<file path="config.mk">
export PLATFORM = sky130hd
export DESIGN_NAME = hazard_control_unit
export DESIGN_NICKNAME = d
export VERILOG_FILES = /design/src/rtl/pipeline_pkg.sv /design/src/rtl/hazard_control_unit_sat_counter.sv /design/src/rtl/hazard_control_unit.sv
export SDC_FILE = /design/constraint.sdc
export NUM_CORES = 1
export LEC_CHECK = 0
export CORE_MARGIN = 1.5
export CORE_UTILIZATION = 52
export DETAILED_ROUTE_END_ITERATION = 8
export PLACE_DENSITY = 0.88
export SLEW_MARGIN = 15
export SYNTH_ARGS = -nofsm -noshare
export SYNTH_HDL_FRONTEND = slang
export SYNTH_SLANG_ARGS = --single-unit
</file>
<file path="constraint.sdc">
create_clock -name clk -period 5.3 [get_ports clk]
set_input_delay 1.59 -clock clk [delete_from_list [all_inputs] [get_ports clk]]
set_output_delay 1.59 -clock clk [all_outputs]
set_load 0.01 [all_outputs]
</file>
<file path="src/rtl/pipeline_pkg.sv">
// -----------------------------------------------------------------------------
// pipeline_pkg
//   Shared pipeline definitions used by the hazard control unit and the
//   pipeline registers.
//   - hcu_state_e : encodings of the hazard control FSM (debug visible)
//   - REG_X0      : architectural zero register index
//   - NOP_INSTR   : instruction word loaded into IF/ID when it is flushed
//   - src_hazard  : true when an enabled source operand reads a non-x0 rd
// -----------------------------------------------------------------------------
package pipeline_pkg;

   typedef enum logic [1:0] {
      HCU_RUN      = 2'd0,
      HCU_FLUSH    = 2'd1,
      HCU_MEM_WAIT = 2'd2,
      HCU_RSVD     = 2'd3   // never entered normally; recovers to RUN
   } hcu_state_e;

   localparam logic [4:0]  REG_X0    = 5'd0;
   localparam logic [31:0] NOP_INSTR = 32'h00000013;   // addi x0, x0, 0

   // Writes to x0 are discarded, so a load targeting x0 never creates a
   // dependency even when the consumer names x0 as a source.
   function automatic logic src_hazard(input logic       use_src,
                                       input logic [4:0] rs,
                                       input logic [4:0] rd);
      return use_src && (rs == rd) && (rd != REG_X0);
   endfunction

endpackage

</file>
<file path="src/rtl/hazard_control_unit_sat_counter.sv">
// -----------------------------------------------------------------------------
// sat_counter
//   Saturating up-counter for performance statistics. Sticks at all-ones.
//   Ports:
//     clk   in  1  clock
//     rst   in  1  synchronous, active-low reset (clears count)
//     inc   in  1  add one this cycle
//     count out W  current count
// -----------------------------------------------------------------------------
module sat_counter #(
   parameter int W = 32
) (
   input  logic         clk,
   input  logic         rst,
   input  logic         inc,
   output logic [W-1:0] count
);

   logic [W-1:0] count_q;
   logic [W-1:0] count_d;

   always_comb begin
      count_d = count_q;
      if (inc && (count_q != {W{1'b1}})) begin
         count_d = count_q + W'(1);
      end
   end

   always_ff @(posedge clk) begin
      if (!rst) begin
         count_q <= '0;
      end else begin
         count_q <= count_d;
      end
   end

   assign count = count_q;

endmodule

</file>
<file path="src/rtl/hazard_control_unit.sv">
// -----------------------------------------------------------------------------
// hazard_control_unit
//   Decides each cycle whether the pipeline advances, stalls or flushes.
//   Handles load-use stalls (one bubble into ID/EX), EX-stage mispredict
//   flushes (optionally stretched over FLUSH_CYCLES cycles) and data-memory
//   wait (freeze everything). A mispredict seen while memory is busy is
//   latched in pending_flush and acted on when memory completes.
//   Ports:
//     clk, rst (sync, active-low)
//     idex_mem_read, idex_rd          : load in ID/EX and its destination
//     ifid_rs1/rs2, ifid_use_rs1/rs2  : sources of the IF/ID instruction
//     ex_mispredict                   : 1-cycle pulse from branch resolution
//     mem_req_valid, mem_ready        : data-memory handshake of EX/MEM
//     pc_en, ifid_en, idex_en, exmem_en : pipeline register enables
//     ifid_flush, idex_flush          : load NOP / bubble
//     hcu_state                       : FSM state (debug)
//     stall_cycles, flush_events      : saturating perf counters
// -----------------------------------------------------------------------------
module hazard_control_unit
   import pipeline_pkg::*;
#(
   parameter int FLUSH_CYCLES = 1,
   parameter int CNT_W        = 32
) (
   input  logic             clk,
   input  logic             rst,
   input  logic             idex_mem_read,
   input  logic [4:0]       idex_rd,
   input  logic [4:0]       ifid_rs1,
   input  logic [4:0]       ifid_rs2,
   input  logic             ifid_use_rs1,
   input  logic             ifid_use_rs2,
   input  logic             ex_mispredict,
   input  logic             mem_req_valid,
   input  logic             mem_ready,
   output logic             pc_en,
   output logic             ifid_en,
   output logic             idex_en,
   output logic             exmem_en,
   output logic             ifid_flush,
   output logic             idex_flush,
   output logic [1:0]       hcu_state,
   output logic [CNT_W-1:0] stall_cycles,
   output logic [CNT_W-1:0] flush_events
);

   // flush_cnt holds the remaining extra flush cycles (0 .. FLUSH_CYCLES-1).
   localparam int             FC_W      = $clog2(FLUSH_CYCLES + 1);
   localparam logic [FC_W-1:0] FC_RELOAD = FC_W'(FLUSH_CYCLES - 1);
   localparam logic [FC_W-1:0] FC_ONE    = FC_W'(1);

   hcu_state_e      state_q, state_d;
   logic [FC_W-1:0] flush_cnt_q, flush_cnt_d;
   logic            pending_flush_q, pending_flush_d;

   logic load_use;
   logic mem_wait;
   logic flush_inc;
   logic stall_inc;

   assign load_use = idex_mem_read &&
                     (src_hazard(ifid_use_rs1, ifid_rs1, idex_rd) ||
                      src_hazard(ifid_use_rs2, ifid_rs2, idex_rd));
   assign mem_wait = mem_req_valid && !mem_ready;

   always_comb begin
      state_d         = state_q;
      flush_cnt_d     = flush_cnt_q;
      pending_flush_d = pending_flush_q;
      pc_en           = 1'b0;
      ifid_en         = 1'b0;
      idex_en         = 1'b0;
      exmem_en        = 1'b0;
      ifid_flush      = 1'b0;
      idex_flush      = 1'b0;
      flush_inc       = 1'b0;

      if (!rst) begin
         state_d         = HCU_RUN;
         flush_cnt_d     = '0;
         pending_flush_d = 1'b0;
      end else begin
         case (state_q)
            HCU_RUN: begin
               if (mem_wait) begin
                  pending_flush_d = pending_flush_q | ex_mispredict;
                  state_d         = HCU_MEM_WAIT;
               end else if (ex_mispredict) begin
                  {pc_en, ifid_en, idex_en, exmem_en} = 4'b1111;
                  {ifid_flush, idex_flush}            = 2'b11;
                  flush_inc                           = 1'b1;
                  if (FLUSH_CYCLES > 1) begin
                     flush_cnt_d = FC_RELOAD;
                     state_d     = HCU_FLUSH;
                  end
               end else if (load_use) begin
                  // Hold PC and IF/ID, let the load move on and insert one
                  // bubble; next cycle the load is in EX/MEM and the
                  // hazard is gone by itself.
                  idex_en    = 1'b1;
                  exmem_en   = 1'b1;
                  idex_flush = 1'b1;
               end else begin
                  {pc_en, ifid_en, idex_en, exmem_en} = 4'b1111;
               end
            end

            HCU_FLUSH: begin
               if (mem_wait) begin
                  pending_flush_d = 1'b1;
                  state_d         = HCU_MEM_WAIT;
               end else begin
                  // load_use is irrelevant: IF/ID is being flushed anyway.
                  {pc_en, ifid_en, idex_en, exmem_en} = 4'b1111;
                  {ifid_flush, idex_flush}            = 2'b11;
                  flush_cnt_d                         = flush_cnt_q - FC_ONE;
                  if (flush_cnt_q <= FC_ONE) begin
                     state_d = HCU_RUN;
                  end
               end
            end

            HCU_MEM_WAIT: begin
               if (mem_ready) begin
                  {pc_en, ifid_en, idex_en, exmem_en} = 4'b1111;
                  // A pulse coinciding with mem_ready merges with any
                  // latched one, so it is counted only once.
                  if (pending_flush_q || ex_mispredict) begin
                     {ifid_flush, idex_flush} = 2'b11;
                     flush_inc                = 1'b1;
                     pending_flush_d          = 1'b0;
                     if (FLUSH_CYCLES > 1) begin
                        flush_cnt_d = FC_RELOAD;
                        state_d     = HCU_FLUSH;
                     end else begin
                        state_d = HCU_RUN;
                     end
                  end else begin
                     state_d = HCU_RUN;
                  end
               end else begin
                  pending_flush_d = pending_flush_q | ex_mispredict;
               end
            end

            default: begin
               // Unused encoding: freeze for one cycle, then resume.
               state_d = HCU_RUN;
            end
         endcase
      end
   end

   always_ff @(posedge clk) begin
      if (!rst) begin
         state_q         <= HCU_RUN;
         flush_cnt_q     <= '0;
         pending_flush_q <= 1'b0;
      end else begin
         state_q         <= state_d;
         flush_cnt_q     <= flush_cnt_d;
         pending_flush_q <= pending_flush_d;
      end
   end

   assign stall_inc = rst && !pc_en;
   assign hcu_state = state_q;

   sat_counter #(.W(CNT_W)) u_stall_cnt (
      .clk   (clk),
      .rst   (rst),
      .inc   (stall_inc),
      .count (stall_cycles)
   );

   sat_counter #(.W(CNT_W)) u_flush_cnt (
      .clk   (clk),
      .rst   (rst),
      .inc   (flush_inc),
      .count (flush_events)
   );

endmodule
</file>
==> metrics.csv <==
metric,value,unit
status,finished with violations,
failing checks,DRC,
fin crit share,98.7,%
row cnt,29,
crit path max-delay cell type,or4_4,
Post-Syn Instances,418,
register area share after synthesis,37.7,%
buffers added on ports,93,
die footprint,0.00724,mm2
Cell variety after synth,50,
multi-input gate area in the final layout,0.00205,mm2
Layout fillers,513,
FMAX,191,MHz
pin count of the biggest net entering global routing,46,
register area,0.00132,mm2
io pins,95,
initial core utilization,54.5,%
# clock sinks,66,
Mapped Area,0.00350,mm2
"FF+latch count, synth",66,
min Tclk post-route,5230,ps
Root Buffer,clkbuf_8,
syn nets,443,
nets@finish,535,
die height,85.1,um
M3 GR Usage,4.77,%
DR WL/cell,14.4,um
top area cells in the synthesized netlist,"dfxtp_1, xnor2_1, nand2_1, mux2i_1, nor2_1",
yosys warns,0,
CTS tree,built,
First-pass DRT Iterations,7,
share of layout cells above drive strength 1,7.18,%
area post-placement,0.00447,mm2
Routed WL,8.55,mm
clock-pin slew on the worst setup and hold paths,70,ps
area grow syn2layout,32.7,%
"Setup violations, final",0,
P per Cell Area,206,mW/mm2
H-tree lvl count,3,
Via density,5.72,
R2R depth,6,
Synth Flop Type,dfxtp_1,
Leak,1.58,nW
"slowest stage delay, CP",560,ps
most common cell in the netlist,dfxtp_1,
via count,3386,
CTS Buffer Depth,2,
CP Data Arrival Time,3640,ps
setup_tns,0,ps
met2 Resource Use GR,41.6,%
Slew headroom,41.6,%
largest area contributor in the netlist,dfxtp_1,
total CTS buffers,9,
DPL Wire Length,6.07,mm
Setup Crit Path Kind,in2out,
total gr overflow,0,
"EDFF count, synth",0,
endpoints failing hold,0,
DRC,9,
Setup crit end kind,output port,
Max Fanout on Critical Path,3,
"Async S/R FF share, synth",0,%
Antenna diodes,0,
worst hold path type,reg2reg,
worst path cell trace,clkdlybuf4s50_1 -> or4_4 -> o211ai_1 -> nor2_1 -> nor2_1 -> clkdlybuf4s50_1,
max cap viols,0,
post-route cell area,0.00465,mm2
unrepaired setup endpoints after global routing,no,
met1 Use GR,28.4,%
core area,0.00642,mm2
"Slew Viols, Final",0,
final setup skew,13.3,ps
worst skew pair latency,350,ps
slew at the pin closest to its max-slew limit,864,ps
synth cell count leaders,"dfxtp_1, nand2_1, nor2_1",
First DRT Iteration DRCs,162,
first-pass GRT wire length,14.0,mm
post-CTS setup buffer count,0,
critical path required time,3710,ps
Antenna Nets Post-Route,0,
crit start category,primary input,
Placer Congestion,0.870,
GRT Max-Usage Layer,met2,
GRT Overall Usage,23.9,%
post-synthesis average cell area,8.38,um2
Finished Core Util,72.4,%
Hold Crit Depth,2,
peak supply drop,106,uV
initial antenna violation count,0,
vias in the first global route,3088,
Synth top area share,37.7,%
Die X,85.1,um
cell families after synthesis:
family | Yosys count | share of synthesized area (%)
adder cells (fa/ha/maj) | 2 | 0.714
buffers and inverters | 31 | 4.00
multiplexers | 16 | 4.57
flip-flops | 66 | 37.7
AO/OA/AOI/OAI | 48 | 9.61
AND/OR/NAND/NOR | 215 | 33.3
XOR/XNOR | 39 | 9.96
other | 1 | 0.107
state kept, by name (all words and copies together) (netlist names):
name,flops
u_flush_cnt.count,32
u_stall_cnt.count,32
pending_flush_q,1
hcu_state,1
layer usage:
layer / share of wire, % / up-vias / wire length, um
met3: 7.0 / 15 / 595
met4: 1.6 / 0 / 137
li1: - / 1667 / -
met5: 0 / - / 0
met1: 43 / 1593 / 3640
met2: 49 / 111 / 4180
metrics by stage:
step / power (mW) / worst slack (ps) / hold WS [ps] / std cells
6_report: 0.958 / 68.0 / 471 / 592
5_1_grt: 0.993 / 12.1 / 493 / 592
4_1_cts: 0.967 / 4.78 / 471 / 592
3_5_place_dp: 0.597 / 12.3 / 459 / 576
3_3_place_gp: 0.595 / 98.0 / 449 / 576
2_1_floorplan: 0.559 / 761 / 436 / 418
placed cells by master (no fill, tap or decap), types with 3 or more instances in the layout:
| cell type | instances |
|---|---|
| nand3_1 | 24 |
| nor3_1 | 16 |
| mux2i_1 | 16 |
| o211ai_1 | 6 |
| nor3_2 | 3 |
| nand2b_1 | 9 |
| dfxtp_1 | 66 |
| xor2_1 | 14 |
| o31ai_1 | 7 |
| nor2_1 | 42 |
| nor4_1 | 7 |
| nand4_1 | 18 |
| clkdlybuf4s50_1 | 92 |
| or3_1 | 10 |
| clkinv_2 | 4 |
| inv_1 | 15 |
| a21oi_1 | 16 |
| clkbuf_8 | 9 |
| xnor2_1 | 24 |
| or4_1 | 8 |
| o21ai_0 | 12 |
| nand2_1 | 49 |
| buf_4 | 3 |
| and3_1 | 9 |
final timing paths:
kind | startpoint | end | slack (ps)
setup / recovery | idex_rd[2] | ifid_en | 70
hold / removal | pending_flush_q | pending_flush_q | 470
setup reg to reg | u_flush_cnt.count[10] | u_flush_cnt.count[8] | 2730
hold reg to reg | pending_flush_q | pending_flush_q | 470
final cells by class:
| type | count | area share (%) |
|---|---|---|
| well taps | 77 | 2.07 |
| clock inverters | 7 | 0.969 |
| inverters | 16 | 1.29 |
| repair buffers | 96 | 20.6 |
| clock buffers | 9 | 2.66 |
| flip-flops and latches | 66 | 28.4 |
| multi-input cells | 321 | 44.0 |
power by group:
part / internal, mW / switching, mW / total, mW
Clock: 0.168 / 0.205 / 0.373
Sequential: 0.499 / 0.00341 / 0.502
Combinational: 0.0409 / 0.0420 / 0.0829
critical path: cells and delay by family:
family / cells / cell delay (ps)
compound gates: 1 / 230
buf+inv: 2 / 1050
simple gates: 3 / 760
what timing repair did:
item	CTS	global route
resized for setup	0	2
endpoints found under the setup margin	0	2
hold buffers	0	0
Note: power is estimated with default switching activity, not from simulation.
